File: config.mk
export PLATFORM = sky130hd
export DESIGN_NAME = alu_share_arbiter
export DESIGN_NICKNAME = d
export VERILOG_FILES = /design/src/rtl/alu_arb_pkg.sv /design/src/rtl/rr_arbiter.sv /design/src/rtl/alu_share_arbiter.sv
export SDC_FILE = /design/constraint.sdc
export NUM_CORES = 1
export LEC_CHECK = 0
export BUFFER_PORTS_ARGS = -buffer_cell sky130_fd_sc_hd__buf_4
export CORE_ASPECT_RATIO = 1.5
export CORE_MARGIN = 2
export CORE_UTILIZATION = 40
export DETAILED_ROUTE_END_ITERATION = 6
export PLACE_DENSITY = 0.71
export SETUP_SLACK_MARGIN = 0.5
export SYNTH_ARGS = -nofsm -noshare
export SYNTH_HDL_FRONTEND = slang
export SYNTH_SLANG_ARGS = --single-unit
File: constraint.sdc
create_clock -name clk -period 14.21 [get_ports clk]
set_input_delay 0.7105 -clock clk [delete_from_list [all_inputs] [get_ports clk]]
set_output_delay 0.7105 -clock clk [all_outputs]
set_load 0.005 [all_outputs]
File: src/rtl/alu_arb_pkg.sv
// Shared constants and types for the ALU share arbiter.
// Optional subtract support is enabled with ALU_ARB_SUB_EN (see alu_share_arbiter).
package alu_arb_pkg;

  localparam int unsigned W = 16;

  // Bit positions inside rsp_flags = {S, Z, C, P, V}
  localparam int unsigned FLG_S = 4;
  localparam int unsigned FLG_Z = 3;
  localparam int unsigned FLG_C = 2;
  localparam int unsigned FLG_P = 1;
  localparam int unsigned FLG_V = 0;

  typedef enum logic [0:0] {
    StIdle,
    StHold
  } state_e;

endpackage

File: src/rtl/rr_arbiter.sv
// Combinational round-robin picker: first asserted request at or above ptr, wrapping.
// The pointer register lives in the parent.
module rr_arbiter #(
  parameter int unsigned NREQ = 4,
  parameter int unsigned IDW  = $clog2(NREQ)
) (
  input  logic [NREQ-1:0] req,
  input  logic [IDW-1:0]  ptr,
  output logic [NREQ-1:0] grant,
  output logic [IDW-1:0]  idx
);

  // Scan NREQ positions starting at ptr and take the first hit.
  always_comb begin
    logic found;
    int unsigned j;
    grant = '0;
    idx   = '0;
    found = 1'b0;
    j     = 0;
    for (int unsigned k = 0; k < NREQ; k++) begin
      j = (32'(ptr) + k) % NREQ;
      if (!found && req[j]) begin
        found    = 1'b1;
        grant[j] = 1'b1;
        idx      = IDW'(j);
      end
    end
  end

endmodule

File: src/rtl/alu_share_arbiter.sv
// Round-robin share of one 16-bit adder/flag unit between NREQ requesters.
// Result is registered and returned with the winner's ID on a valid/ready channel.
// Define ALU_ARB_SUB_EN to add the per-requester req_sub port (X + ~Y + 1).
module alu_share_arbiter
  import alu_arb_pkg::*;
#(
  parameter int unsigned NREQ = 4,
  parameter int unsigned IDW  = $clog2(NREQ)
) (
  input  logic              clk,
  input  logic              rst,
  input  logic [NREQ-1:0]   req_valid,
  output logic [NREQ-1:0]   req_ready,
  input  logic [NREQ*W-1:0] req_x,
  input  logic [NREQ*W-1:0] req_y,
`ifdef ALU_ARB_SUB_EN
  input  logic [NREQ-1:0]   req_sub,
`endif
  output logic              rsp_valid,
  input  logic              rsp_ready,
  output logic [IDW-1:0]    rsp_id,
  output logic [W-1:0]      rsp_z,
  output logic [4:0]        rsp_flags
);

  state_e         state_q, state_d;
  logic [IDW-1:0] rr_ptr_q;
  logic [NREQ-1:0] grant;
  logic [IDW-1:0] gnt_idx;
  logic           accept_ok;
  logic           accept;
  logic [W-1:0]   x_sel, y_sel, y_eff;
  logic           cin;
  logic [W:0]     sum;
  logic [4:0]     flags;

  rr_arbiter #(
    .NREQ (NREQ),
    .IDW  (IDW)
  ) u_rr_arbiter (
    .req   (req_valid),
    .ptr   (rr_ptr_q),
    .grant (grant),
    .idx   (gnt_idx)
  );

  // Handshake: accept while empty, or while the held result is being consumed.
  always_comb begin
    accept_ok = ~rst & ((state_q == StIdle) | rsp_ready);
    req_ready = accept_ok ? grant : '0;
    accept    = |req_ready;
    rsp_valid = (state_q == StHold);
  end

  // Operand select and 17-bit add with flag derivation.
  always_comb begin
    x_sel = req_x[gnt_idx*W +: W];
    y_sel = req_y[gnt_idx*W +: W];
`ifdef ALU_ARB_SUB_EN
    cin   = req_sub[gnt_idx];
`else
    cin   = 1'b0;
`endif
    y_eff = cin ? ~y_sel : y_sel;
    sum   = {1'b0, x_sel} + {1'b0, y_eff} + {{W{1'b0}}, cin};
    flags        = '0;
    flags[FLG_S] = sum[W-1];
    flags[FLG_Z] = ~|sum[W-1:0];
    flags[FLG_C] = sum[W];
    flags[FLG_P] = ~^sum[W-1:0];
    flags[FLG_V] = (x_sel[W-1] & y_eff[W-1] & ~sum[W-1]) |
                   (~x_sel[W-1] & ~y_eff[W-1] & sum[W-1]);
  end

  // Next state: a new accept keeps us holding; a drained result with no new one idles.
  always_comb begin
    state_d = state_q;
    unique case (state_q)
      StIdle: if (accept) state_d = StHold;
      StHold: if (rsp_ready && !accept) state_d = StIdle;
      default: state_d = StIdle;
    endcase
  end

  // State, pointer and result registers; data regs only load on accept.
  always_ff @(posedge clk) begin
    if (rst) begin
      state_q   <= StIdle;
      rr_ptr_q  <= '0;
      rsp_id    <= '0;
      rsp_z     <= '0;
      rsp_flags <= '0;
    end else begin
      state_q <= state_d;
      if (accept) begin
        rsp_id    <= gnt_idx;
        rsp_z     <= sum[W-1:0];
        rsp_flags <= flags;
        rr_ptr_q  <= (gnt_idx == IDW'(NREQ - 1)) ? '0 : gnt_idx + 1'b1;
      end
    end
  end

endmodule

==> impl_metrics.csv <==
group,metric,value,unit
synthesis,synth.area.top_cells,"dfxtp_1 15%, ha_1 12%, mux2i_1 9.0%",
floorplan,die_y,116,um
clocking,h-tree-depth,1,
sta,min_period_over_period,47.5,%
synthesis,synth_cells,457,
sta,max_slew_margin,31.2,%
clocking,ctsResizeCount,0,
layout,finalNetCount,766,
floorplan,boundaryPins,163,
synthesis,synth_top_area_share,15.0,%
sta,tns,0,ns
placed_design,place_congestion,0.889,
clocking,cts_tree,"built",
clocking,numCtsBuffers,3,
clocking,cts.clk_slew.worst_paths,0.06,ns
synthesis,ys_types,49,
route,vias,3749,
min_path,whs_path_depth,2,
worst_setup_path,r2r-start,"rr_ptr_q[0]",
job,cap_violations,0,
status,status,"completed",
worst_setup_path,cp-start-kind,"flip-flop",
worst_setup_path,rrSetupSlack,7.46,ns
min_path,worstHoldEndpoint,"rsp_flags[3]",
synthesis,netlist_area,3350,um2
sta,hold_viol,0,
layout,diodes,0,
global_routing,grt_pass1_wl,15.8,mm
layout,stdcell_count,702,
worst_setup_path,r2r_cells,23,
sta,maxSlewViolCount,0,
floorplan,initial_utilization,41.5,%
sta,finClkSkew,0.00103,ns
global_routing,grt_pass1_vias,3759,
worst_setup_path,arrival,6.89,ns
layout,fillers,771,
min_path,hold_class,"flip-flop to flip-flop",
route,drt_wl_total,9.44,mm
route,antenna_left,0,
worst_setup_path,crit_fanout,62,
layout,area_growth_syn_to_layout,40.0,%
sta,post-route-min-period,6.75,ns
sta,rsz0062_at_grt,"false",
floorplan,die_w,78.7,um
route,routedWlPerCell,13.4,um
route,dr.pass1.iters,4,
global_routing,overflow,0,
global_routing,grtUsageTotal,20.6,%
worst_setup_path,crit_type,"flip-flop to flip-flop",
sta,worst_pin_slew,1.03,ns
placed_design,dpl.hpwl,7.94,mm
worst_setup_path,worstPathRequired,14.35,ns
floorplan,die_area,9130,um2
synthesis,yosys.area.top_type,"dfxtp_1",
synthesis,ys_ff_latch,25,
synthesis,synth_area_per_cell,7.32,um2
clocking,root_buffer,"clkbuf_16",
layout,drive_above_1_share,30.5,%
route,drc_errors,0,
floorplan,core_area,8060,um2
synthesis,synth-edff-count,0,
min_path,min_from,"rsp_flags[3]",
sta,final-setup-viol-count,0,
route,initialDrtViolationCount,112,
synthesis,synth_nets,625,
floorplan,rows,40,
worst_setup_path,r2r-end,"rsp_flags[1]",
route,routed_via_density,5.34,
worst_setup_path,cp-end-kind,"flip-flop",
global_routing,grt_max_degree,64,
placed_design,place_inst,698,
clocking,clkSinkCount,25,
global_routing,antenna_found_initial,0,
sta,max_freq,0.148,GHz
clocking,clk-insertion-delay-late,0.25,ns
clocking,holdBufCountCts,0,
placed_design,port_buffers,162,
synthesis,synthFlopType,"dfxtp_1",
synthesis,synth-async-reset-ratio,0,%
clocking,postCtsSetupRepairBufs,0,
synthesis,yosysSeqAreaShare,15.0,%
synthesis,ys_warn_count,0,
clocking,clockBufferDepth,2,
-- stage by stage --
| step | instance area [um2] | util (%) | setup WS [ns] | hold slack [ns] |
|---|---|---|---|---|
| after floorplan | 3350 | - | 8.28 | 0.459 |
| after global placement | 4610 | 57.2 | 7.71 | 0.460 |
| after detailed placement | 4610 | 57.2 | 7.54 | 0.465 |
| after CTS | 4680 | 58.1 | 7.51 | 0.478 |
| after global routing | 4680 | 58.1 | 6.81 | 0.500 |
| final | 4680 | 58.1 | 7.46 | 0.471 |
-- synth_stat cells (all sizes together) (2+ instances only) --
cell type	number
inv	30
o21ai	17
xnor2	12
nand4	2
or2	5
nand3	7
clkbuf	17
and2	28
a32oi	2
a311oi	2
a211oi	33
nand2	72
nor2b	17
o21bai	3
nor3	4
xor2	7
buf	12
o31a	2
a221oi	4
a31oi	29
a21o	5
mux2i	30
dfxtp	25
mux4	3
nor2	25
nor4	2
a21oi	14
mux2	3
nand2b	2
ha	32
-- cells by family (layout without fill, tap and decap cells) --
family          after synthesis  after routing  share of synthesized area, %
xor+xnor                     19             19                          4.97
simple gates                167            167                          23.9
compound gates              118            118                          24.3
flops                        25             25                          15.0
mux                          36             36                          12.0
buf+inv                      59            199                          7.36
fa+ha+maj                    33             33                          12.6
-- state kept, by name (all words and copies together), names as in the netlist --
register and cells:
rsp_valid 1, rr_ptr_q 2, rsp_id 2, rsp_flags 4, rsp_z 16
-- routing by layer --
| metal | wire length, um | GRT usage, % | vias up |
|---|---|---|---|
| met5 | 0 | 0 | - |
| met4 | 272 | 7.25 | 0 |
| met3 | 467 | 2.41 | 24 |
| met2 | 5030 | 39.7 | 123 |
| met1 | 3670 | 23.0 | 1703 |
| li1 | - | - | 1899 |
-- critical path: stages, from the launching register on --
cell	delay (ns)
dfxtp_1	0.69
inv_1	0.27
ha_1	0.56
mux4_2	0.44
or2_1	0.28
a2111oi_4	0.51
nor4_1	0.19
a21oi_4	0.13
buf_4	0.50
a211oi_1	0.11
a31oi_1	0.23
ha_1	0.28
o21ai_0	0.14
o211ai_1	0.25
nand3_1	0.16
a31oi_1	0.26
nor4_1	0.09
a311oi_1	0.53
ha_1	0.35
xnor2_1	0.20
xnor2_1	0.15
xnor2_1	0.09
mux2i_1	0.13
nor2_1	0.06
-- worst max-delay path by stage --
stage / start / to / depth (start not counted)
2_1_floorplan: rr_ptr_q[0] / rsp_flags[1] / 25
3_3_place_gp: rr_ptr_q[0] / rsp_flags[1] / 21
6_report: rr_ptr_q[0] / rsp_flags[1] / 23
4_1_cts: rr_ptr_q[0] / rsp_flags[1] / 21
3_5_place_dp: rr_ptr_q[0] / rsp_flags[1] / 23
5_1_grt: rr_ptr_q[0] / rsp_flags[1] / 23
-- cell type report --
| cell class | instances | area (um2) | area share (%) |
|---|---|---|---|
| inverters | 30 | 113 | 2.40 |
| well taps | 105 | 131 | 2.80 |
| flip-flops and latches | 25 | 500 | 10.7 |
| repair buffers | 165 | 1240 | 26.4 |
| multi-input cells | 373 | 2620 | 56.0 |
| clock buffers | 4 | 78.8 | 1.68 |
-- cell usage in the layout (no fill, tap or decap), types with 4 or more instances in the layout --
| cell | count |
|---|---|
| mux2i_1 | 30 |
| nand2_1 | 72 |
| a221oi_1 | 4 |
| and2_1 | 28 |
| or2_1 | 5 |
| o21ai_0 | 14 |
| nor2_1 | 25 |
| a211oi_1 | 33 |
| xor2_1 | 7 |
| a21oi_1 | 13 |
| inv_2 | 4 |
| xnor2_1 | 12 |
| nand3_1 | 7 |
| a31oi_1 | 29 |
| dfxtp_1 | 25 |
| a21o_1 | 5 |
| nor3_1 | 4 |
| inv_1 | 26 |
| ha_1 | 32 |
| buf_4 | 165 |
| nor2b_1 | 17 |
Power is not shown: default switching activity piles up to over one toggle a cycle in this logic, so the estimate is an artifact.
